File: config.mk
export PLATFORM = sky130hd
export DESIGN_NAME = md_sequencer
export DESIGN_NICKNAME = d
export VERILOG_FILES = /design/src/rtl/md_sequencer.sv
export SDC_FILE = /design/constraint.sdc
export NUM_CORES = 1
export LEC_CHECK = 0
export CAP_MARGIN = 10
export CORE_MARGIN = 5
export CORE_UTILIZATION = 62
export DETAILED_ROUTE_END_ITERATION = 8
export MAX_ROUTING_LAYER = met4
export PLACE_DENSITY = 0.83
export SETUP_SLACK_MARGIN = 0.3
export SLEW_MARGIN = 20
export SYNTH_ARGS = -nofsm -noshare
export SYNTH_HDL_FRONTEND = slang
export SYNTH_SLANG_ARGS = --single-unit
File: constraint.sdc
create_clock -name clk -period 4.1 [get_ports clk]
set_clock_uncertainty 0.1 [all_clocks]
set_input_delay 0.82 -clock clk [delete_from_list [all_inputs] [get_ports clk]]
set_output_delay 0.82 -clock clk [all_outputs]
set_load 0.05 [all_outputs]
File: src/rtl/md_sequencer.sv
// Iterative multiply/divide sequencer for the RV32IM M-extension: one shift-add /
// restoring-divide engine shared by all eight ops. Optional MD_EARLY_OUT_EN skips CALC for trivial cases.
module md_sequencer #(
  parameter int XLEN  = 32,
  parameter int CNT_W = 6
) (
  input  logic            clk,
  input  logic            rst_n,
  input  logic            start,
  input  logic [2:0]      md_operation,
  input  logic [XLEN-1:0] op_a,
  input  logic [XLEN-1:0] op_b,
  input  logic            flush,
  output logic            stall,
  output logic            busy,
  output logic            result_valid,
  output logic [XLEN-1:0] result
);

  typedef enum logic [1:0] {IDLE, CALC, FIX, DONE} state_e;

  localparam logic [2:0] OP_MUL    = 3'd0;
  localparam logic [2:0] OP_MULH   = 3'd1;
  localparam logic [2:0] OP_MULHSU = 3'd2;
  localparam logic [2:0] OP_MULHU  = 3'd3;
  localparam logic [2:0] OP_DIV    = 3'd4;
  localparam logic [2:0] OP_DIVU   = 3'd5;
  localparam logic [2:0] OP_REM    = 3'd6;
  localparam logic [2:0] OP_REMU   = 3'd7;

  localparam logic [XLEN-1:0] MOST_NEG = {1'b1, {(XLEN-1){1'b0}}};

  state_e            stateQ, stateD;
  logic [2:0]        opQ, opD;
  logic [XLEN-1:0]   dividendQ, dividendD;
  logic [XLEN-1:0]   engQ, engD;
  logic [XLEN-1:0]   accQ, accD;
  logic [XLEN-1:0]   loQ, loD;
  logic [CNT_W-1:0]  cntQ, cntD;
  logic              negQ, negD;
  logic              remNegQ, remNegD;
  logic              divZeroQ, divZeroD;
  logic              ovfQ, ovfD;
  logic [XLEN-1:0]   resultQ, resultD;

  logic              isDiv, signA, signB, divZero, overflow, early;
  logic [XLEN-1:0]   magA, magB;
  logic [XLEN:0]     mulSum, divShift;
  logic              divGe;
  logic [XLEN-1:0]   divDiff;
  logic [2*XLEN-1:0] productFix;
  logic [XLEN-1:0]   quotFix, remFix, fixResult;

  // Operand decode for an incoming request: magnitudes and the sign of the final answer
  always_comb begin
    isDiv    = md_operation[2];
    signA    = op_a[XLEN-1] & ((md_operation == OP_MULH) | (md_operation == OP_MULHSU) |
                               (md_operation == OP_DIV)  | (md_operation == OP_REM));
    signB    = op_b[XLEN-1] & ((md_operation == OP_MULH) | (md_operation == OP_DIV) |
                               (md_operation == OP_REM));
    magA     = signA ? -op_a : op_a;
    magB     = signB ? -op_b : op_b;
    divZero  = (op_b == '0);
    overflow = ((md_operation == OP_DIV) | (md_operation == OP_REM)) &
               (op_a == MOST_NEG) & (op_b == '1);
`ifdef MD_EARLY_OUT_EN
    early    = isDiv ? (divZero | overflow) : ((op_a == '0) | (op_b == '0));
`else
    early    = 1'b0;
`endif
  end

  // One engine step; the product lives in {accQ, loQ}, the divider keeps remainder in accQ and quotient in loQ
  always_comb begin
    mulSum   = {1'b0, accQ} + (loQ[0] ? {1'b0, engQ} : '0);
    divShift = {accQ, loQ[XLEN-1]};
    divGe    = (divShift >= {1'b0, engQ});
    divDiff  = divShift[XLEN-1:0] - engQ;
  end

  always_comb begin
    productFix = negQ ? -{accQ, loQ} : {accQ, loQ};
    quotFix    = negQ ? -loQ : loQ;
    remFix     = remNegQ ? -accQ : accQ;
    fixResult  = '0;
    case (opQ)
      OP_MUL:                       fixResult = productFix[XLEN-1:0];
      OP_MULH, OP_MULHSU, OP_MULHU: fixResult = productFix[2*XLEN-1:XLEN];
      OP_DIV, OP_DIVU:              fixResult = divZeroQ ? '1 : (ovfQ ? MOST_NEG : quotFix);
      OP_REM, OP_REMU:              fixResult = divZeroQ ? dividendQ : (ovfQ ? '0 : remFix);
      default:                      fixResult = '0;
    endcase
  end

  always_comb begin
    stateD    = stateQ;
    opD       = opQ;
    dividendD = dividendQ;
    engD      = engQ;
    accD      = accQ;
    loD       = loQ;
    cntD      = cntQ;
    negD      = negQ;
    remNegD   = remNegQ;
    divZeroD  = divZeroQ;
    ovfD      = ovfQ;
    resultD   = resultQ;
    case (stateQ)
      IDLE: begin
        if (start && !flush) begin
          opD       = md_operation;
          dividendD = op_a;
          negD      = signA ^ signB;
          remNegD   = signA;
          divZeroD  = divZero;
          ovfD      = overflow;
          cntD      = '0;
          accD      = '0;
          engD      = isDiv ? magB : magA;
          loD       = early ? '0 : (isDiv ? magA : magB);
          stateD    = early ? FIX : CALC;
        end
      end
      CALC: begin
        if (flush) begin
          stateD = IDLE;
        end else begin
          if (opQ[2]) begin
            accD = divGe ? divDiff : divShift[XLEN-1:0];
            loD  = {loQ[XLEN-2:0], divGe};
          end else begin
            accD = mulSum[XLEN:1];
            loD  = {mulSum[0], loQ[XLEN-1:1]};
          end
          cntD = cntQ + CNT_W'(1);
          if (cntQ == CNT_W'(XLEN-1)) stateD = FIX;
        end
      end
      FIX: begin
        if (flush) begin
          stateD = IDLE;
        end else begin
          resultD = fixResult;
          stateD  = DONE;
        end
      end
      DONE:    stateD = IDLE;
      default: stateD = IDLE;
    endcase
  end

  always_ff @(posedge clk or negedge rst_n) begin
    if (!rst_n) begin
      stateQ    <= IDLE;
      opQ       <= '0;
      dividendQ <= '0;
      engQ      <= '0;
      accQ      <= '0;
      loQ       <= '0;
      cntQ      <= '0;
      negQ      <= 1'b0;
      remNegQ   <= 1'b0;
      divZeroQ  <= 1'b0;
      ovfQ      <= 1'b0;
      resultQ   <= '0;
    end else begin
      stateQ    <= stateD;
      opQ       <= opD;
      dividendQ <= dividendD;
      engQ      <= engD;
      accQ      <= accD;
      loQ       <= loD;
      cntQ      <= cntD;
      negQ      <= negD;
      remNegQ   <= remNegD;
      divZeroQ  <= divZeroD;
      ovfQ      <= ovfD;
      resultQ   <= resultD;
    end
  end

  // Stall drops in DONE so the pipeline advances exactly once with the result
  assign stall = rst_n & (((stateQ == IDLE) & start & ~flush) | (stateQ == CALC) | (stateQ == FIX));
  assign busy         = (stateQ != IDLE);
  assign result_valid = (stateQ == DONE);
  assign result       = resultQ;

endmodule
[Yosys cells after proc, flatten, opt, wreduce, memory -nomap -nowiden]
Index checks and enable logic that the tools add are counted.
Operators by class
  bitwise operators: 17
  reduce and logical (&&, ||, !) cells: 14
  magnitude comparators: 1
  multiplexer cells: 30
  equality and inequality tests: 20
  $add $sub $neg: 8
Operator list (number)
  2-to-1 mux 32 bit: 18
  negation 32 bit: 4
  case mux 32 bit (2 select lines): 2
  case mux 32 bit (4 select lines): 1
  equality test 32 bit (second input constant): 2
  2-to-1 mux 64 bit: 1
  negation 64 bit: 1
  adder 32 x 32 -> 33 bit: 1
  >= comparator 33 x 32 -> 1 bit: 1
  zero test 32 bit: 1
  subtractor 32 bit: 1
  equality test 3 bit (second input constant): 6
  2-to-1 mux 6 bit: 2
  case mux 6 bit (2 select lines): 1
  equality test 3 x 2 -> 1 bit (second input constant): 3
  2-to-1 mux 2 bit: 4
  bitwise OR 1 bit: 8
  case mux 2 bit (4 select lines): 1
  AND 1 bit: 7
  adder 6 x 1 -> 6 bit (second input constant): 1
  equality test 3 x 1 -> 1 bit (second input constant): 2
  equality test 6 x 5 -> 1 bit (second input constant): 1
  AND reduction 2 bit: 3
  equality test 2 bit (second input constant): 2
  other kinds (13): 16
Word-level totals
  input port bits: 71
  logic and storage cells: 102
  flip-flop bits (word level): 175
  output and inout port bits: 35

[Longest topological paths before layout]
  word-level depth: 9
  mapped depth: 14
  gate-level depth less buffers: 13

[Worst setup path before layout]
Ideal clock, no wire load.
  kind: reg-to-reg
  from: register loQ[0]
  to: register accQ[24]
  arrival time: 3290 ps
  library setup time: 132 ps
  required time: 3868 ps
  setup slack: 578 ps
  period minus slack after synthesis: 3522 ps
  path buffers: 2
  cell stages (with the launch flop): 15
  cell sequence: dfrtp_1 -> inv_1 -> buf_1 -> nor2_1 -> ha_1 -> buf_2 -> nand4_2 -> or4_1 -> or4b_1 -> a41oi_2 -> o31a_2 -> mux2i_1 -> o211ai_1 -> a22oi_1 -> o21ai_1
On the way
  longest elaborated chain between the ends: 5
Ends and longest elaborated chain
  start: declaration: RTL line 38  | logic [XLEN-1:0] loQ, loD;
  start signal: assignment: RTL line 172  | loQ <= loD;
  2-to-1 mux 32 bit: RTL line 75  | mulSum = {1'b0, accQ} + (loQ[0] ? {1'b0, engQ} : '0);
  adder 32 x 32 -> 33 bit: RTL line 75
  2-to-1 mux 32 bit: RTL line 128  | if (opQ[2]) begin
  2-to-1 mux 32 bit: RTL line 125  | if (flush) begin
  case mux 32 bit (2 select lines): RTL line 108  | case (stateQ)
  end signal: assignment: RTL line 158  | accQ <= '0;
  end signal: assignment: RTL line 171  | accQ <= accD;
  end: declaration: RTL line 37  | logic [XLEN-1:0] accQ, accD;
No other way between the ends. The select of a mux whose other input is x is not followed.
A chain may end at the register's enable or synchronous reset.

[Final worst setup path]
  from: register loQ[0]
  to: register accQ[30]
Same word-level chain as after synthesis.

==> metrics <==
layout cells sized above 1=8.01%; Rel. slew slack=between 20 and 25%; Worst Hold Class=in2async; CP startpoint kind=flop; clock tree buffer depth=2; CTS tree=done; CP arrival=3.97 ns; Fillers=roughly 2100; first-pass GRT wire length=around 100 mm; H-tree Lvls=4; Synth Area in Adders=approximately 5.6%; grt ovf=0; critical path type=reg2reg; clock sink total=approximately 180; Yosys reg bits=175; Simple-Gate Fraction of Synth Area=20.6%; Period Utilization, post-route=roughly 90%; setup TNS=0 ns; largest net degree at the start of global routing=about 160; post-synthesis net count=between 2000 and 2500; pre-CTS WS=roughly 0.17 ns; flip-flop and latch area=0.00438 mm²; Post-Synth XOR/XNOR Area=between 10% and 20%; library cells used by synthesis=between 80 and 90; TritonCTS buffer count=17; Routed wire per std cell=approximately 26 µm; Max Clock Freq=approximately 270 MHz; routed vias/inst=7.06; Least-Margin Pin Slew=about 1.1 ns; antenna viol nets, final=0; DR iter-0 viols=between 2000 and 3000; vias in the first global route=roughly 17000; I/O Buffers=between 100 and 150; synth warn=0; status=finished clean; area of the multi-input gates=approximately 0.011 mm²; Die Y=about 170 µm; First-pass DRT Iterations=7; Seq/Total Area, Yosys=between 20% and 30%; final slew viol count=0; clk root buf=clkbuf_16; # diodes=0; total number of vias=about 18000; Max-cap violations=0; Mapped Area=0.0164 mm²; core footprint=approximately 0.026 mm²; Clock Latency Late Sink=~0.46 ns; Final Net Count=~2400; most frequent cells in the layout=nand2_1 (269), nor2_1 (222), a21oi_1 (182); die width=approximately 170 µm; CP required=~4.4 ns; Crit Path Max Fanout=20; main combinational cell family by area after synthesis=compound AO/OA/AOI/OAI gates; CP Capture Type=flop; commonest non-fill, non-tap cell in the layout=nand2_1; min Tclk post-route=between 3 and 4 ns; cell count after synthesis=approximately 2200; DRT Wirelength=66.1 mm; initial antenna violation count=0; PnR Total Power=12700 µW; Async S/R FF share, synth=100%; number of synthesized flops with an enable pin=0; worst vdd ir=about 450 µV; leakage dissipation=approximately 0.008 µW; mux cell area share after synthesis=3.96%; Post-synth top flop=dfrtp_1; # IOs=106; Synth Area in Compound Gates=between 20 and 30%; die footprint=roughly 0.03 mm²; global-route usage over all layers=43.4%; Power Dens Cells=~680 mW/mm²; # DRC=0; Worst-path clk slew=0.09 ns; mean area per synthesized cell=7.63 µm²; final setup violation count=0; RSZ-0062 raised after global routing=no; Core Rows=between 50 and 60; final setup margin=slightly below 0.4 ns; Final HPWL DP=roughly 50 mm; Placer Congestion=1.09; Final Hold Viols=0; initial core utilization=a little over three fifths; area grow syn2layout=13.5%
[metal layers]
metal | vias to the layer above | GRT usage [%] | wire length, µm
met5 | - | - | 0
met2 | 1392 | 63.4 | 27900
met4 | 0 | 26.6 | 5500
li1 | 7855 | - | -
met3 | 372 | 10.0 | 8080
met1 | 8445 | 54.7 | 24600
[synthesized netlist by cell type, types with 6 or more instances]
master	number	share of area, %
o41ai_1	13	0.69
nor2b_1	15	0.57
o41ai_2	6	0.59
a21oi_1	182	5.5
nand2_1	269	6.1
nor4_1	10	0.38
buf_1	9	0.21
a31oi_1	22	0.84
o21a_1	18	0.82
o22a_1	10	0.53
nor2_1	226	5.2
ha_1	70	5.3
and3_1	10	0.38
nor3_1	36	1.1
mux2i_1	56	3.4
and2_1	11	0.42
clkbuf_1	128	2.9
buf_2	10	0.30
mux2_2	8	0.55
xor2_1	98	5.2
o22ai_1	9	0.34
inv_1	67	1.5
o31a_1	7	0.37
o221ai_1	24	1.3
nand2b_1	21	0.80
o21ai_0	129	3.9
o21ai_1	64	1.9
or4_1	17	0.78
nand3_1	29	0.88
a22oi_1	26	1.2
nand4_1	22	0.84
dfrtp_1	175	27
or2_2	7	0.27
xnor2_1	96	5.1
a21o_1	41	1.9
a211oi_1	23	1.1
o31ai_1	31	1.4
or3_1	16	0.61
a221oi_1	14	0.75
o211ai_1	28	1.3
[state kept, by name, indices dropped and copies added, names as in the netlist, 2 cells and up]
name and flops:
loQ 32, stateQ 2, dividendQ 32, opQ 3
engQ 32, result 32, cntQ 6, accQ 32
[cells by family (layout without fill, tap and decap cells)]
kind of cell / after synthesis / after routing
and+or+nand+nor: 728 / 728
AOI/OAI and AO/OA: 699 / 699
buffers and inverters: 220 / 290
xor gates and xnor gates: 194 / 194
DFF: 175 / 175
adders and majority gates: 72 / 72
muxes: 64 / 64
[stage by stage]
step	utilization, %	instances	hold WS [ns]	instance area, µm²
floorplan	-	2152	0.340	16400
global route	71.6	2557	0.105	18600
CTS	71.3	2553	0.0925	18600
global placement	68.9	2521	0.361	18000
detailed placement	68.9	2521	0.374	18000
finish	71.6	2557	0.0958	18600
[final cells by class]
type	instances	area share, %
multi-input combinational	1757	60.2
sequential	175	23.5
timing repair buffer	190	9.29
clock buffer	17	2.28
tap	335	2.25
inverter	68	1.37
clock inverter	15	1.15
[path summary, 6_finish.rpt]
check / depth (start not counted) / end / start / slack [ns]
hold / removal: 1 / loQ[27] / rst_n / 0.1
max in group asynchronous: 2 / negQ / rst_n / 2.56
setup / recovery: 14 / accQ[30] / loQ[0] / 0.40
setup reg to reg: 14 / accQ[30] / loQ[0] / 0.40
hold reg to reg: 2 / result[22] / result[22] / 0.39
min in group clk: 2 / result[22] / result[22] / 0.39
[power by group]
part           total [µW]  internal (µW)  switching [µW]
clock network        1810            863             946
logic                7950           3060            4890
registers            2900           2120             783
total               12700           6040            6620
[worst max-delay path: stages (launching register included)]
cell and delay [ns]:
dfrtp_1 0.39, inv_1 0.20, buf_12 0.20, nor2_1 0.06
ha_1 0.35, nand2_1 0.11, or4_1 0.52, or4b_1 0.55
a41oi_4 0.28, buf_4 0.17, o21ai_2 0.06, a21oi_2 0.15
a211oi_1 0.08, xor2_1 0.16, a211oi_2 0.23
[what timing repair did]
item,in CTS,in global routing
hold buffers,0,0
endpoints found under the hold margin,0,0
setup buffers,0,4
resized for setup,0,1
endpoints found under the setup margin,0,2
(Power assumes the default switching activity.)
